**src/rtl/team_06_pkg.sv**
```systemverilog
// team_06_pkg: shared state encoding, address window and request bundle
// for the SRAM responder slice.
package team_06_pkg;

  typedef logic [1:0] state_t;

  localparam state_t S_IDLE   = 2'd0;
  localparam state_t S_ACCESS = 2'd1;
  localparam state_t S_WAIT   = 2'd2;

  localparam logic [31:0] SRAM_BASE = 32'h3300_0000;
  localparam logic [31:0] WIN_SIZE  = 32'h0000_2000;

  typedef struct packed {
    logic        we;
    logic        oob;
    logic [10:0] idx;
    logic [3:0]  sel;
    logic [31:0] data;
  } req_t;

  function automatic logic in_window(
    input logic [31:0] addr,
    input logic [31:0] base
  );
    return (addr >= base) &&
           ((addr - base) < WIN_SIZE);
  endfunction

endpackage

```
**src/rtl/team_06_req_tracker.sv**
```systemverilog
// team_06_req_tracker: rising-edge detect on read/write levels plus one
// pending slot per direction; writes win when both want to start.
// Ports: clk, rst (sync, active-high), read/write levels, idle from FSM,
//        start_w/start_r one-cycle start grants (only while idle).
module team_06_req_tracker (
  input  logic clk,
  input  logic rst,
  input  logic read,
  input  logic write,
  input  logic idle,
  output logic start_w,
  output logic start_r
);

  logic read_q;
  logic write_q;
  logic pend_r;
  logic pend_w;
  logic rise_r;
  logic rise_w;
  logic want_r;
  logic want_w;

  assign rise_r = read & ~read_q;
  assign rise_w = write & ~write_q;
  assign want_r = rise_r | pend_r;
  assign want_w = rise_w | pend_w;

  assign start_w = idle & want_w;
  assign start_r = idle & ~want_w & want_r;

  // A start consumes one request of its direction; a second one
  // arriving in the same cycle stays pending.
  always_ff @(posedge clk) begin
    if (rst) begin
      read_q  <= 1'b0;
      write_q <= 1'b0;
      pend_r  <= 1'b0;
      pend_w  <= 1'b0;
    end else begin
      read_q  <= read;
      write_q <= write;
      if (start_w)
        pend_w <= pend_w & rise_w;
      else if (rise_w)
        pend_w <= 1'b1;
      if (start_r)
        pend_r <= pend_r & rise_r;
      else if (rise_r)
        pend_r <= 1'b1;
    end
  end

endmodule

```
**src/rtl/team_06_sram_responder.sv**
```systemverilog
// team_06_sram_responder: bus slave mapping a 2K-word window onto a
// 1-cycle-read SRAM macro with LATENCY wait cycles per access.
// Ports: clk, rst (sync, active-high); bus side addressOut, select,
//        busAudioWrite, write, read -> busAudioRead, busySRAM, addrError;
//        macro side sram_en/we/wmask/addr/din, sram_dout.
module team_06_sram_responder
  import team_06_pkg::*;
#(
  parameter int          LATENCY = 1,
  parameter logic [31:0] BASE    = SRAM_BASE
) (
  input  logic        clk,
  input  logic        rst,
  input  logic [31:0] addressOut,
  input  logic [3:0]  select,
  input  logic [31:0] busAudioWrite,
  input  logic        write,
  input  logic        read,
  output logic [31:0] busAudioRead,
  output logic        busySRAM,
  output logic        addrError,
  output logic        sram_en,
  output logic        sram_we,
  output logic [3:0]  sram_wmask,
  output logic [10:0] sram_addr,
  output logic [31:0] sram_din,
  input  logic [31:0] sram_dout
);

  localparam logic [2:0] LAST = 3'(LATENCY - 1);

  state_t     state;
  logic [2:0] cnt;
  req_t       req;
  logic       idle;
  logic       start;
  logic       start_w;
  logic       start_r;
  logic       in_win;
  logic       strobe;

  assign idle   = (state == S_IDLE);
  assign start  = start_w | start_r;
  assign in_win = in_window(addressOut, BASE);

  // Busy rises combinationally with the accepted request.
  assign busySRAM = ~idle | start;

  team_06_req_tracker u_trk (
    .clk     (clk),
    .rst     (rst),
    .read    (read),
    .write   (write),
    .idle    (idle),
    .start_w (start_w),
    .start_r (start_r)
  );

  // Out-of-window requests keep their timing but never touch the macro;
  // rst kills a strobe so an abandoned write cannot land.
  assign strobe = (state == S_ACCESS) & ~req.oob & ~rst;

  assign sram_en    = strobe;
  assign sram_we    = strobe & req.we;
  assign sram_wmask = (strobe & req.we) ? req.sel : 4'd0;
  assign sram_addr  = strobe ? req.idx : 11'd0;
  assign sram_din   = strobe ? req.data : 32'd0;

  always_ff @(posedge clk) begin
    if (rst) begin
      state        <= S_IDLE;
      cnt          <= 3'd0;
      req          <= '0;
      busAudioRead <= 32'd0;
      addrError    <= 1'b0;
    end else begin
      unique case (1'b1)
        state == S_IDLE: begin
          if (start) begin
            state <= S_ACCESS;
            req   <= '{we:   start_w,
                       oob:  ~in_win,
                       idx:  addressOut[12:2],
                       sel:  select,
                       data: busAudioWrite};
            if (!in_win)
              addrError <= 1'b1;
          end
        end
        state == S_ACCESS: begin
          state <= S_WAIT;
          cnt   <= 3'd0;
        end
        state == S_WAIT: begin
          if (cnt == LAST) begin
            state <= S_IDLE;
            cnt   <= 3'd0;
            if (!req.we)
              busAudioRead <= req.oob ? 32'd0 : sram_dout;
          end else begin
            cnt <= cnt + 3'd1;
          end
        end
        default: state <= S_IDLE;
      endcase
    end
  end

endmodule

```
**config.mk**
```make
export PLATFORM = sky130hd
export DESIGN_NAME = team_06_sram_responder
export DESIGN_NICKNAME = d
export VERILOG_FILES = /design/src/rtl/team_06_pkg.sv /design/src/rtl/team_06_req_tracker.sv /design/src/rtl/team_06_sram_responder.sv
export SDC_FILE = /design/constraint.sdc
export NUM_CORES = 1
export LEC_CHECK = 0
export CAP_MARGIN = 5
export CELL_PAD_IN_SITES_DETAIL_PLACEMENT = 0
export CELL_PAD_IN_SITES_GLOBAL_PLACEMENT = 1
export CORE_ASPECT_RATIO = 1.5
export CORE_UTILIZATION = 28
export CTS_CLUSTER_SIZE = 40
export DETAILED_ROUTE_END_ITERATION = 8
export PLACE_DENSITY_LB_ADDON = 0.1
export SETUP_SLACK_MARGIN = 0.2
export SYNTH_ARGS = -nofsm -noshare
export SYNTH_HDL_FRONTEND = slang
export SYNTH_SLANG_ARGS = --single-unit
```
**constraint.sdc**
```tcl
create_clock -name clk -period 1.95 [get_ports clk]
set_input_delay 0.39 -clock clk [delete_from_list [all_inputs] [get_ports clk]]
set_output_delay 0.39 -clock clk [all_outputs]
set_load 0.01 [all_outputs]
```
==> impl_metrics.yaml, run 1 <==
floorplan:
  die_x_um: 97.9
  die_area_um2: 14300
  core_um2: 13500
  io-pin-count: 187
  start_util: 0.287
  die_h_um: 146
  fp-row-count: 52
place:
  gp_congestion: 0.738
  io_buffers: 184
  post_dp_cell_area_um2: 5960
  dp_cells: 813
  dpl.hpwl_um: 7770
global_routing:
  grt_pass1_vias: 4012
  gr-usage-all-layers: 0.171
  grt_pass1_wl_um: 19500
  grt_start_max_net_pins: 91
  antenna_found_initial: 0
  grt_overflow: 0
yosys:
  yosysUniqueCellTypes: 30
  synth_area_per_cell_um2: 8.04
  synth_top_family_by_area: "simple AND/OR/NAND/NOR gates"
  synthSimpleGateAreaFrac: 0.312
  synth_cells: 480
  yosys_register_bits: 91
  muxShareOfSynthArea: 0.00259
  ys_seq_area_frac: 0.472
  synth_compound_area_frac: 0.139
  syn_area_um2: 3860
  synthesis.nets: 590
  synth_fa_ha_area_frac: 0.0194
  yosys_warnings: 0
  synth_xor_area_frac: 0
route:
  viasPerCell: 4.62
  drtIter0Drc: 81
  drt-wirelength-per-cell_um: 14.9
  drcViolationCount: 12
  drt-pass1-iter-count: 9
  drt_wl_total_um: 12600
  vias: 3908
  ant_nets: 0
cells_and_area:
  syn_to_final_growth_pct: 76.2
  design_area_um2: 6810
  layout.cells.non_filler: 845
  final_nets: 789
  drive_gt1_frac: 0.237
  layout_commonest_cell: "clkdlybuf4s50_1"
  n_fill_cell: 1321
  antennaDiodeCount: 0
  mostFrequentLayoutCells: "clkdlybuf4s50_1 (131), nand2_1 (130), a21oi_1 (89), dfxtp_1 (89), buf_6 (51)"
outcome:
  violations: "design-rule violations, negative setup slack"
  status: "finished, violations left"
cts:
  cts.sinks: 91
  cts_tree: "built"
  clockBufferDepth: 2
  cts_made_buffers: 9
  htree_levels: 3
  insertion_delay_ps: 330
  clk_pin_slew_ps: 60
  cts-hold-fix-buffers: 0
  cts_root_buf: "clkbuf_16"
sta:
  tightest_slew_ps: 1000
  fin_crit_ps: 2070
  timing.final.hold_violations: 0
  fin_worst_skew_ps: 5.76
  fin_crit_sh: 1.06
  layout_setup_ws_ps: -115
  fmax_ghz: 0.484
  rsz0062_at_grt: "yes"
  maxSlewViolCount: 0
  slew_headroom: 0.330
  finalSetupViolCount: 29
pwr:
  p_leak_uw: 0.00266
  p_per_area_nw_per_um2: 793
  ir_worst_vdd_mv: 0.456
critical_path:
  r2r_setup_slack_ps: 290
  worst_setup_path_end_kind: "output port"
  critPathLaunchType: "flop"
  path_class: "flop to output port"
  required_ps: 1560
  critPathArrivalTime_ps: 1680
  crit_fanout: 8
flow_run:
  max_cap_violations: 0
hold_path:
  hp-class: "input pin to flop"
## report_power, final
part | switching [µW] | internal, µW | leakage, µW | total (µW)
combinational | 681 | 832 | 0.00177 | 1510
sequential | 106 | 2040 | 0.000745 | 2150
clock | 683 | 1060 | 0.000146 | 1740
## state kept, by name, indices dropped and copies added (netlist names)
name and count:
busAudioRead 32, u_trk.write_q 1, u_trk.pend_w 1, u_trk.pend_r 1, req 49, cnt 3
state 2, u_trk.read_q 1, addrError 1
## layout make-up
class,instances,area [µm²],share of cell area
clock buffers,13,260,0.0382
clock inverters,2,35.0,0.00515
inverters,11,43.8,0.00644
multi-input cells,342,2030,0.299
flip-flops and latches,91,1820,0.268
well taps,162,203,0.0298
repair buffers,224,2400,0.353
## repair_timing
action,CTS,global route
endpoints found under the setup margin,78,131
gates resized for setup,283,42
buffers inserted,6,3
pin swaps,16,18
cloned,3,5
## cells by family (layout without fill, tap and decap cells)
kind of cell / after synthesis / after routing
AND/OR/NAND/NOR: 236 / 236
buffers and inverters: 47 / 250
multiplexers: 1 / 1
adder cells (fa/ha/maj): 6 / 6
flip-flops: 91 / 91
AO/OA/AOI/OAI: 99 / 99
## Yosys cell counts (all sizes together)
| cell | count | area, µm² |
|---|---|---|
| nand4b | 1 | 8.76 |
| mux2i | 1 | 10.0 |
| and2 | 44 | 275 |
| nor3b | 1 | 12.5 |
| and3b | 1 | 8.76 |
| nand4 | 1 | 6.26 |
| nor2b | 5 | 38.8 |
| o41ai | 1 | 27.5 |
| inv | 11 | 41.3 |
| ha | 6 | 75.1 |
| nand3 | 2 | 10.0 |
| a41oi | 1 | 16.3 |
| clkbuf | 19 | 72.6 |
| nor4b | 2 | 17.5 |
| nor2 | 3 | 11.3 |
| nor4 | 3 | 18.8 |
| a32oi | 1 | 8.76 |
| and3 | 4 | 25.0 |
| dfxtp | 91 | 1820 |
| buf | 17 | 97.6 |
| a21oi | 91 | 455 |
| nand2 | 131 | 492 |
| o211a | 1 | 10.0 |
| nand3b | 34 | 255 |
| nand2b | 4 | 25.0 |
| o21ai | 4 | 20.0 |
## final timing paths
path	cells after the start	from	end
worst max register to register	8	state[0]	busAudioRead[8]
worst min-delay path	3	write	u_trk.write_q
worst min register to register	2	addrError	addrError
worst max-delay path	8	state[1]	sram_addr[7]
## per-layer routing
layer | vias to the layer above | global-route usage | share of wire | routed length (µm)
li1 | 1966 | - | - | -
met1 | 1819 | 0.184 | 0.39 | 4950
met2 | 112 | 0.319 | 0.53 | 6680
met3 | 11 | 0.0476 | 0.062 | 775
met4 | 0 | 0.0508 | 0.015 | 183
met5 | - | 0 | 0 | 0
## worst max-delay path, cell delays in order, from the launching register on
cell	delay (ps)
dfxtp_2	340
inv_2	50
ha_4	150
nor3b_4	140
buf_6	130
buf_6	130
buf_12	130
and2_1	150
buf_2	140
## stage by stage
stage	setup WS, ps	total power, µW	util	setup TNS (ps)	hold WS [ps]
after floorplan	220	2790	-	0	432
after global placement	-307	3360	0.442	-11310	435
after detailed placement	-289	3380	0.442	-11400	442
after CTS	-121	5330	0.482	-2780	451
after global routing	-186	5710	0.505	-5620	449
final	-115	5400	0.505	-2480	428
Note: power is estimated with default switching activity, not from simulation.
==> run 2, diff against run 1 <==
--- a/config.mk
+++ b/config.mk
@@ -10,6 +10,7 @@
 export CELL_PAD_IN_SITES_GLOBAL_PLACEMENT = 1
 export CORE_ASPECT_RATIO = 1.5
 export CORE_UTILIZATION = 28
+export CTS_CLUSTER_DIAMETER = 80
 export CTS_CLUSTER_SIZE = 40
 export DETAILED_ROUTE_END_ITERATION = 8
 export PLACE_DENSITY_LB_ADDON = 0.1
==> results of run 2 <==
No change in the layout: final DEF, timing and power equal those of run 1.
==> run 3, diff against run 2 <==
--- a/config.mk
+++ b/config.mk
@@ -6,14 +6,11 @@
 export NUM_CORES = 1
 export LEC_CHECK = 0
 export CAP_MARGIN = 5
-export CELL_PAD_IN_SITES_DETAIL_PLACEMENT = 0
-export CELL_PAD_IN_SITES_GLOBAL_PLACEMENT = 1
 export CORE_ASPECT_RATIO = 1.5
-export CORE_UTILIZATION = 28
+export CORE_UTILIZATION = 30
 export CTS_CLUSTER_DIAMETER = 80
 export CTS_CLUSTER_SIZE = 40
 export DETAILED_ROUTE_END_ITERATION = 8
-export PLACE_DENSITY_LB_ADDON = 0.1
 export SETUP_SLACK_MARGIN = 0.2
 export SYNTH_ARGS = -nofsm -noshare
 export SYNTH_HDL_FRONTEND = slang
==> impl_metrics.yaml, run 3 (synthesis results as in run 1) <==
global_routing:
  met2_usage: 0.309
  met3_usage: 0.0577
  grt_start_max_net_pins: 91
  gr-usage-met1: 0.204
  gr-usage-all-layers: 0.177
  grt_pass1_wl_um: 18700
  grt_overflow: 0
  grt_pass1_vias: 3882
  top_usage_layer: "met2"
  antenna_found_initial: 0
sta:
  finalSetupViolCount: 48
  slew_headroom: 0.385
  fmax_ghz: 0.474
  fin_crit_ps: 2110
  rsz0062_at_grt: "yes"
  tightest_slew_ps: 923
  fin_worst_skew_ps: 3.93
  timing.final.hold_violations: 0
  maxSlewViolCount: 0
  layout_setup_ws_ps: -158
  fin_crit_sh: 1.08
route:
  drcViolationCount: 0
  viasPerCell: 4.82
  drt-wirelength-per-cell_um: 16.8
  drtIter0Drc: 113
  vias: 4127
  drt-pass1-iter-count: 4
  drt_wl_total_um: 14400
  ant_nets: 0
cells_and_area:
  final_nets: 807
  top_regs: "req: 49 flops, busAudioRead: 32 flops, cnt: 3 flops"
  largest_register_ffs: 49
  design_area_um2: 7530
  antennaDiodeCount: 0
  drive_gt1_frac: 0.391
  post-route-util: 0.602
  mostFrequentLayoutCells: "clkdlybuf4s50_1 (132), dfxtp_1 (89), nand2_1 (83), buf_6 (56), a21oi_2 (49)"
  layout_commonest_cell: "clkdlybuf4s50_1"
  largest_register: "req"
  syn_to_final_growth_pct: 95.1
cts:
  clockBufferDepth: 2
  clk_pin_slew_ps: 60
  insertion_delay_ps: 340
  cts_tree: "built"
  cts.sinks: 91
  htree_levels: 3
  cts_made_buffers: 9
  cts_root_buf: "clkbuf_16"
flow_run:
  max_cap_violations: 0
critical_path:
  slowest_stage: "dfxtp_2"
  worst_setup_path_end_kind: "output port"
  critPathArrivalTime_ps: 1720
  crit_fanout: 7
  rr_worst_depth: 12
  critPathLaunchType: "flop"
  startpoint: "state[1]"
  path_class: "flop to output port"
  setup.worst_path.end: "sram_addr[2]"
  path_cells: "inv_2 > ha_4 > nor3b_4 > buf_6 > buf_12 > buf_6 > and2_1 > buf_2"
  critPathTopFamily: "buffers and inverters"
  r2r-end: "req[29]"
  required_ps: 1560
  r2r_start: "state[1]"
  critical-path-max-stage-delay_ps: 320
  cp_common_cell: "buf_6"
  cp_num_buf_inv: 5
  r2r_setup_slack_ps: 150
  path_depth: 8
outcome:
  status: "finished, violations left"
  violations: "negative setup slack"
floorplan:
  die_x_um: 94.6
  start_util: 0.309
  fp-row-count: 50
  core_um2: 12500
  die_area_um2: 13300
  die_h_um: 141
  io-pin-count: 187
pwr:
  p_total_uw: 6100
  ir_worst_vdd_mv: 0.457
  p_per_area_nw_per_um2: 810
  p_leak_uw: 0.00304
place:
  post_dp_cell_area_um2: 5940
  io_buffers: 184
  dpl.hpwl_um: 7900
  place_ws_ps: -308
  gp_congestion: 0.751
hold_path:
  min_path_cells: 2
  hp-class: "flop to flop"
==> run 3: changes by cell type in the layout (fill, tap and decap cells not counted), sizes merged <==
cell           delta
clkdlybuf4s50     +1
clkbuf            +6
dlymetal6s2s      -1
buf              +10
bufinv            +1
==> run 3: where the power goes <==
group / switching [µW] / leakage, µW / internal [µW]
registers: 162 / 0.000745 / 2040
logic: 948 / 0.00215 / 1160
clock network: 678 / 0.000145 / 1110
==> run 3: per-layer routing <==
metal | vias to the layer above | part of all wire | wire length (µm)
met4 | 0 | 0.018 | 259
met1 | 1926 | 0.38 | 5410
li1 | 2007 | - | -
met2 | 174 | 0.54 | 7710
met3 | 20 | 0.069 | 989
met5 | - | 0 | 0
==> run 3: cell type report <==
| class | instances | area [µm²] |
|---|---|---|
| clock buffers | 11 | 233 |
| clock inverters | 3 | 65.1 |
| fillers | 1069 | 4980 |
| inverters | 11 | 43.8 |
| multi-input cells | 342 | 2480 |
| flip-flops and latches | 91 | 1820 |
| well taps | 156 | 195 |
| repair buffers | 242 | 2700 |
==> run 3: metrics by stage <==
step	hold slack, ps	instances	setup TNS (ps)
floorplan	432	480	0
global placement	437	805	-10680
detailed placement	442	805	-12020
CTS	450	827	-2980
global route	472	856	-7570
finish	450	856	-3740
==> run 3: worst min-delay path, cell delays in order (launching register included) <==
cell and delay [ps]:
dfxtp_1 300, nand2_1 50, a21oi_1 50
==> run 3: worst min-delay path by stage <==
stage                    startpoint               to  slack, ps
floorplan                    req[0]           req[0]        430
global placement            req[31]          req[31]        440
detailed placement          req[39]          req[39]        440
CTS                 busAudioRead[3]  busAudioRead[3]        450
global route        busAudioRead[2]  busAudioRead[2]        470
finish              busAudioRead[3]  busAudioRead[3]        450
==> run 3: repair_timing <==
item | in CTS | in global routing
setup endpoints to repair | 88 | 128
hold buffers | 0 | 0
setup buffers | 5 | 12
gates cloned | 3 | 17
pin swaps | 10 | 120
gates resized for setup | 237 | 235
